===== src/rtl/cam_mode_sequencer.sv =====
// Sequences configuration writes and inference queries onto the CAM core command port,
// tracking outstanding queries and flagging out-of-order programming.
module cam_mode_sequencer #(
   parameter int unsigned NUM_CLAUSES  = 256,
   parameter int unsigned NUM_VARS     = 32,
   parameter int unsigned MAX_INFLIGHT = 4
) (
   input  logic                              clk,
   input  logic                              rst,
   input  logic                              cfg_valid,
   output logic                              cfg_ready,
   input  logic [1:0]                        cfg_kind,
   input  logic [$clog2(NUM_CLAUSES)-1:0]    cfg_clause,
   input  logic [$clog2(NUM_VARS)-1:0]       cfg_variable,
   input  logic                              q_valid,
   output logic                              q_ready,
   output logic [2:0]                        mode,
   output logic [$clog2(NUM_CLAUSES)-1:0]    clause,
   output logic [$clog2(NUM_VARS)-1:0]       variable,
   output logic                              threshold_kind,
   input  logic                              core_s_axis_ready,
   input  logic                              ml_valid,
   input  logic                              ml_ready,
   output logic                              order_err,
   output logic [$clog2(MAX_INFLIGHT+1)-1:0] inflight
);

   localparam int unsigned CW = $clog2(NUM_CLAUSES);
   localparam int unsigned VW = $clog2(NUM_VARS);
   localparam int unsigned IW = $clog2(MAX_INFLIGHT + 1);
   localparam logic [IW-1:0] MAX_CNT = IW'(MAX_INFLIGHT);

   typedef enum logic [1:0] {
      S_IDLE,
      S_CFG,
      S_INFER,
      S_DRAIN
   } state_t;

   typedef enum logic [2:0] {
      M_IDLE         = 3'd0,
      M_INFER        = 3'd1,
      M_WRITE_THRESH = 3'd2,
      M_SET_DONTCARE = 3'd3
   } mode_t;

   state_t          state_q, state_d;
   mode_t           mode_q, mode_d;
   logic [CW-1:0]   clause_q, clause_d;
   logic [VW-1:0]   variable_q, variable_d;
   logic            tk_q, tk_d;
   logic [IW-1:0]   inflight_q, inflight_d;
   logic            err_q, err_d;
   logic            dc_seen_q, dc_seen_d;
   logic            infer_seen_q, infer_seen_d;

   logic            cfg_acc, q_acc, retire, dc_eff;

   always_comb begin
      state_d      = state_q;
      mode_d       = M_IDLE;
      clause_d     = clause_q;
      variable_d   = variable_q;
      tk_d         = tk_q;
      inflight_d   = inflight_q;
      err_d        = err_q;
      dc_seen_d    = dc_seen_q;
      infer_seen_d = infer_seen_q;

      cfg_ready = !rst && (state_q == S_IDLE || state_q == S_CFG) &&
                  (inflight_q == '0) && core_s_axis_ready;
      q_ready   = !rst && (state_q == S_IDLE || state_q == S_INFER) && !cfg_valid &&
                  (inflight_q < MAX_CNT) && core_s_axis_ready;

      cfg_acc = cfg_valid && cfg_ready;
      q_acc   = q_valid && q_ready;
      retire  = ml_valid && ml_ready;
      // A cfg beat after any inference opens a new epoch, forgetting earlier don't-cares
      dc_eff  = dc_seen_q && !infer_seen_q;

      if (cfg_acc) begin
         infer_seen_d = 1'b0;
         dc_seen_d    = dc_eff;
         case (cfg_kind)
            2'd0, 2'd1: begin
               if (dc_eff) begin
                  err_d = 1'b1;
               end else begin
                  mode_d   = M_WRITE_THRESH;
                  tk_d     = cfg_kind[0];
                  clause_d = cfg_clause;
               end
            end
            2'd2: begin
               mode_d     = M_SET_DONTCARE;
               clause_d   = cfg_clause;
               variable_d = cfg_variable;
               dc_seen_d  = 1'b1;
            end
            default: err_d = 1'b1;
         endcase
      end else if (q_acc) begin
         mode_d       = M_INFER;
         infer_seen_d = 1'b1;
      end

      if (q_acc && !retire) begin
         inflight_d = inflight_q + IW'(1);
      end else if (retire && !q_acc) begin
         if (inflight_q == '0) begin
            err_d = 1'b1;
         end else begin
            inflight_d = inflight_q - IW'(1);
         end
      end

      case (state_q)
         S_IDLE: begin
            if (cfg_acc) begin
               state_d = S_CFG;
            end else if (q_acc) begin
               state_d = S_INFER;
            end
         end
         S_CFG: begin
            if (!cfg_acc) begin
               state_d = S_IDLE;
            end
         end
         S_INFER: begin
            if (cfg_valid) begin
               state_d = S_DRAIN;
            end else if (inflight_d == '0 && !q_valid) begin
               state_d = S_IDLE;
            end
         end
         S_DRAIN: begin
            if (inflight_q == '0) begin
               state_d = S_IDLE;
            end
         end
         default: state_d = S_IDLE;
      endcase
   end

   always_ff @(posedge clk) begin
      if (rst) begin
         state_q      <= S_IDLE;
         mode_q       <= M_IDLE;
         clause_q     <= '0;
         variable_q   <= '0;
         tk_q         <= 1'b0;
         inflight_q   <= '0;
         err_q        <= 1'b0;
         dc_seen_q    <= 1'b0;
         infer_seen_q <= 1'b0;
      end else begin
         state_q      <= state_d;
         mode_q       <= mode_d;
         clause_q     <= clause_d;
         variable_q   <= variable_d;
         tk_q         <= tk_d;
         inflight_q   <= inflight_d;
         err_q        <= err_d;
         dc_seen_q    <= dc_seen_d;
         infer_seen_q <= infer_seen_d;
      end
   end

   assign mode           = mode_q;
   assign clause         = clause_q;
   assign variable       = variable_q;
   assign threshold_kind = tk_q;
   assign order_err      = err_q;
   assign inflight       = inflight_q;

endmodule


===== config.mk =====
export PLATFORM = sky130hd
export DESIGN_NAME = cam_mode_sequencer
export DESIGN_NICKNAME = d
export VERILOG_FILES = /design/src/rtl/cam_mode_sequencer.sv
export SDC_FILE = /design/constraint.sdc
export NUM_CORES = 1
export LEC_CHECK = 0
export ABC_AREA = 1
export BUFFER_PORTS_ARGS = -buffer_cell sky130_fd_sc_hd__buf_2
export CAP_MARGIN = 20
export CORE_MARGIN = 5
export CORE_UTILIZATION = 43
export CTS_CLUSTER_SIZE = 12
export DETAILED_ROUTE_END_ITERATION = 10
export PLACE_DENSITY = 0.74
export SLEW_MARGIN = 20
export SYNTH_ARGS = -nofsm -noshare
export SYNTH_HDL_FRONTEND = slang
export SYNTH_SLANG_ARGS = --single-unit

===== constraint.sdc =====
create_clock -name clk -period 1.45 [get_ports clk]
set_input_delay 0.29 -clock clk [delete_from_list [all_inputs] [get_ports clk]]
set_output_delay 0.29 -clock clk [all_outputs]
set_load 0.1 [all_outputs]

==> impl_metrics.yaml <==
final_layout:
  fillers: 195
  mostFrequentLayoutCell: "buf_2"
  num_antenna_cells: 0
  fin_nets: 261
  area_growth_pct: 62.50
  fin_cells: 266
  drive_gt1_frac: 0.5447
  final_cell_mix: "buf_2, nor2_1, buf_4"
outcome:
  status: "finished, violations left"
  violations: "negative setup slack"
timing:
  worst_slack_ps: -277.4
  period_minus_slack_ps: 1727
  fmax_mhz: 578.9
  tns_ps: -2830
  fin_worst_skew_ps: 2.209
  slew_viol_final: 0
  period_share: 1.191
  timing.final.hold_violations: 0
  setup_violations: 24
  rsz0062_at_grt: "yes"
worst_setup_path:
  worstPathRequired_ps: 1680
  worstPathMaxFanout: 4
  crit_arrival_ps: 1960
  cp-end-kind: "flop"
  cpMaxStageDelayCell: "dfxtp_4"
  critPathMaxStageDelay_ps: 370
  crit_chain: "inv_4 > ha_4 > nand2_4 > buf_4 > o21ai_1 > nand3_1 > nand2_1 > nand2_2 > nand2_1 > nor2_2 > nand2_1 > nand2_2 > a21oi_2 > nor2_2"
  critical_path_class: "reg -> reg"
  start_kind: "flop"
  crit_top_cell: "nand2_1"
  reg2reg_depth: 14
  r2r-end: "state_q[1]"
  rrSetupSlack_ps: -280
  r2r_start: "inflight[1]"
yosys:
  synth_top_cell_by_area: "dfxtp_1"
  synth_nets: 184
  synth_top_area_frac: 0.3967
  netlist_area_sq_mm: 0.001211
  synth.area.top_cells: "dfxtp_1, nor2_1, nand2_1, o21ai_0, inv_1"
  avgSynthCellArea_sq_um: 7.617
  synth_seq_cells: 24
  yosysWarnings: 0
  yosys.cell_types.count: 32
  netlist_instances: 159
  yosysSeqAreaShare: 0.3967
die:
  fp.dieH_um: 63.07
  ios: 45
  die_w_um: 63.07
  placeableCoreArea_sq_mm: 0.002734
  start_util: 0.4430
  dieArea_sq_mm: 0.003978
  num_rows: 19
power_and_ir_drop:
  p_per_area_mw_per_mm2: 1081
  cellLeakagePower_nw: 0.9744
  p_total_w: 0.002127
  worst_ir_drop_vdd_mv: 0.9560
placed_design:
  hpwlAfterDp_um: 2214
  port_buffers: 43
  gp_congestion: 0.8050
  place_inst: 250
min_path:
  min-delay-start: "cfg_variable[4]"
  whs_endpoint: "variable[4]"
  min_path_type: "in -> reg"
  min_path_cells: 3
grt:
  grtUsageTotal: 0.1612
  first_global_vias: 1201
  antenna_found_initial: 0
  gr-total-overflow: 0
  grt_max_degree: 17
  grt_pass1_wl_um: 5202
clock_tree:
  cts_max_level: 1
  cts_made_buffers: 3
  clock_sinks: 24
  cts-root-buf: "clkbuf_4"
  path_clk_slew_ps: 130
  max-clock-path-buffers: 2
  clock_latency_ps: 320
  tritoncts: "built"
drt:
  ant_nets: 0
  vias: 1288
  wl_per_cell_um: 12.52
  drc: 0
  via_per_inst: 4.842
  firstDrtPassIters: 4
  drt_wl_total_um: 3331
  first_iter_violations: 23
job:
  maxCapViolCount: 0
-- worst max-delay path: cells and delay by family (launching register included) --
kind	cells	cell delay (ps)
adders and majority gates	1	130
AOI/OAI and AO/OA	2	300
and+or+nand+nor	9	630
buffers and inverters	2	210
DFF	1	370
-- per-layer routing --
layer  up-vias  global-route usage  share of wire
met1       581              0.1941           0.42
met2        38              0.2705           0.50
met4         0             0.07692          0.018
met5         -                   0              0
met3         5             0.03375          0.052
li1        664                   -              -
-- timing repair --
| item | CTS | global route |
|---|---|---|
| endpoints found under the hold margin | 0 | 0 |
| cloned | 1 | 1 |
| pin swaps | 4 | 6 |
| hold buffers | 0 | 0 |
| setup endpoints to repair | 19 | 31 |
| resized for setup | 13 | 24 |
| setup buffers | 8 | 2 |
-- stage by stage --
| step | util | setup slack, ps | hold slack (ps) | instance area [sq um] |
|---|---|---|---|---|
| finish | 0.7199 | -277.4 | 178.6 | 1968 |
| global route | 0.7199 | -385.3 | 173.2 | 1968 |
| CTS | 0.6787 | -278.2 | 169.5 | 1856 |
| detailed placement | 0.6174 | -84.58 | 459.0 | 1688 |
| global placement | 0.6174 | -72.66 | 447.9 | 1688 |
| floorplan | - | -251.1 | 424.9 | 1261 |
-- area by class of cell --
cell class              instances  area [sq um]  share of cell area
inverters                      21         116.4             0.05912
repair buffers                 73         525.5              0.2670
repair inverters                1         8.758            0.004450
well taps                      31         38.79             0.01971
flip-flops and latches         24         493.0              0.2505
clock buffers                   4         47.55             0.02416
multi-input cells             112         738.2              0.3751
-- kinds of logic after synthesis --
group / after synthesis / synth area share
DFF: 24 / 0.3967
adders and majority gates: 3 / 0.03100
other: 1 / 0.003096
and+or+nand+nor: 77 / 0.3244
AOI/OAI and AO/OA: 29 / 0.1302
xor gates and xnor gates: 1 / 0.007233
buffers and inverters: 24 / 0.1074
-- registers in the layout (all words and copies together), names as in the netlist --
| signal | cells |
|---|---|
| variable | 5 |
| order_err | 1 |
| state_q | 2 |
| infer_seen_q | 1 |
| dc_seen_q | 1 |
| mode | 2 |
| threshold_kind | 1 |
| clause | 8 |
| inflight | 3 |
-- report_power, final --
group	internal (W)	switching [W]	total [W]
registers	0.000711	0.0000372	0.000748
clock network	0.000211	0.000203	0.000414
logic	0.000334	0.000631	0.000966
-- Yosys cell counts (all sizes together) --
cell / instances
a21oi: 9
conb: 1
and3: 1
a31oi: 3
clkinv: 2
o211ai: 1
bufbuf: 1
dfxtp: 24
nand3: 7
a211oi: 1
ha: 3
nand4: 2
nor2: 36
nand2: 27
inv: 19
o21ai: 15
buf: 2
nor3: 4
xor2: 1
-- worst max path at each step --
stage                     start    endpoint  slack (ps)  cells after the start
floorplan           inflight[1]   cfg_ready        -250                      6
global placement    inflight[1]  state_q[1]         -70                     11
detailed placement  inflight[0]  state_q[1]         -80                     15
CTS                 inflight[1]   cfg_ready        -280                      8
global route        inflight[1]  state_q[1]        -390                     14
finish              inflight[1]  state_q[1]        -280                     14
Note: power is estimated with default switching activity, not from simulation.
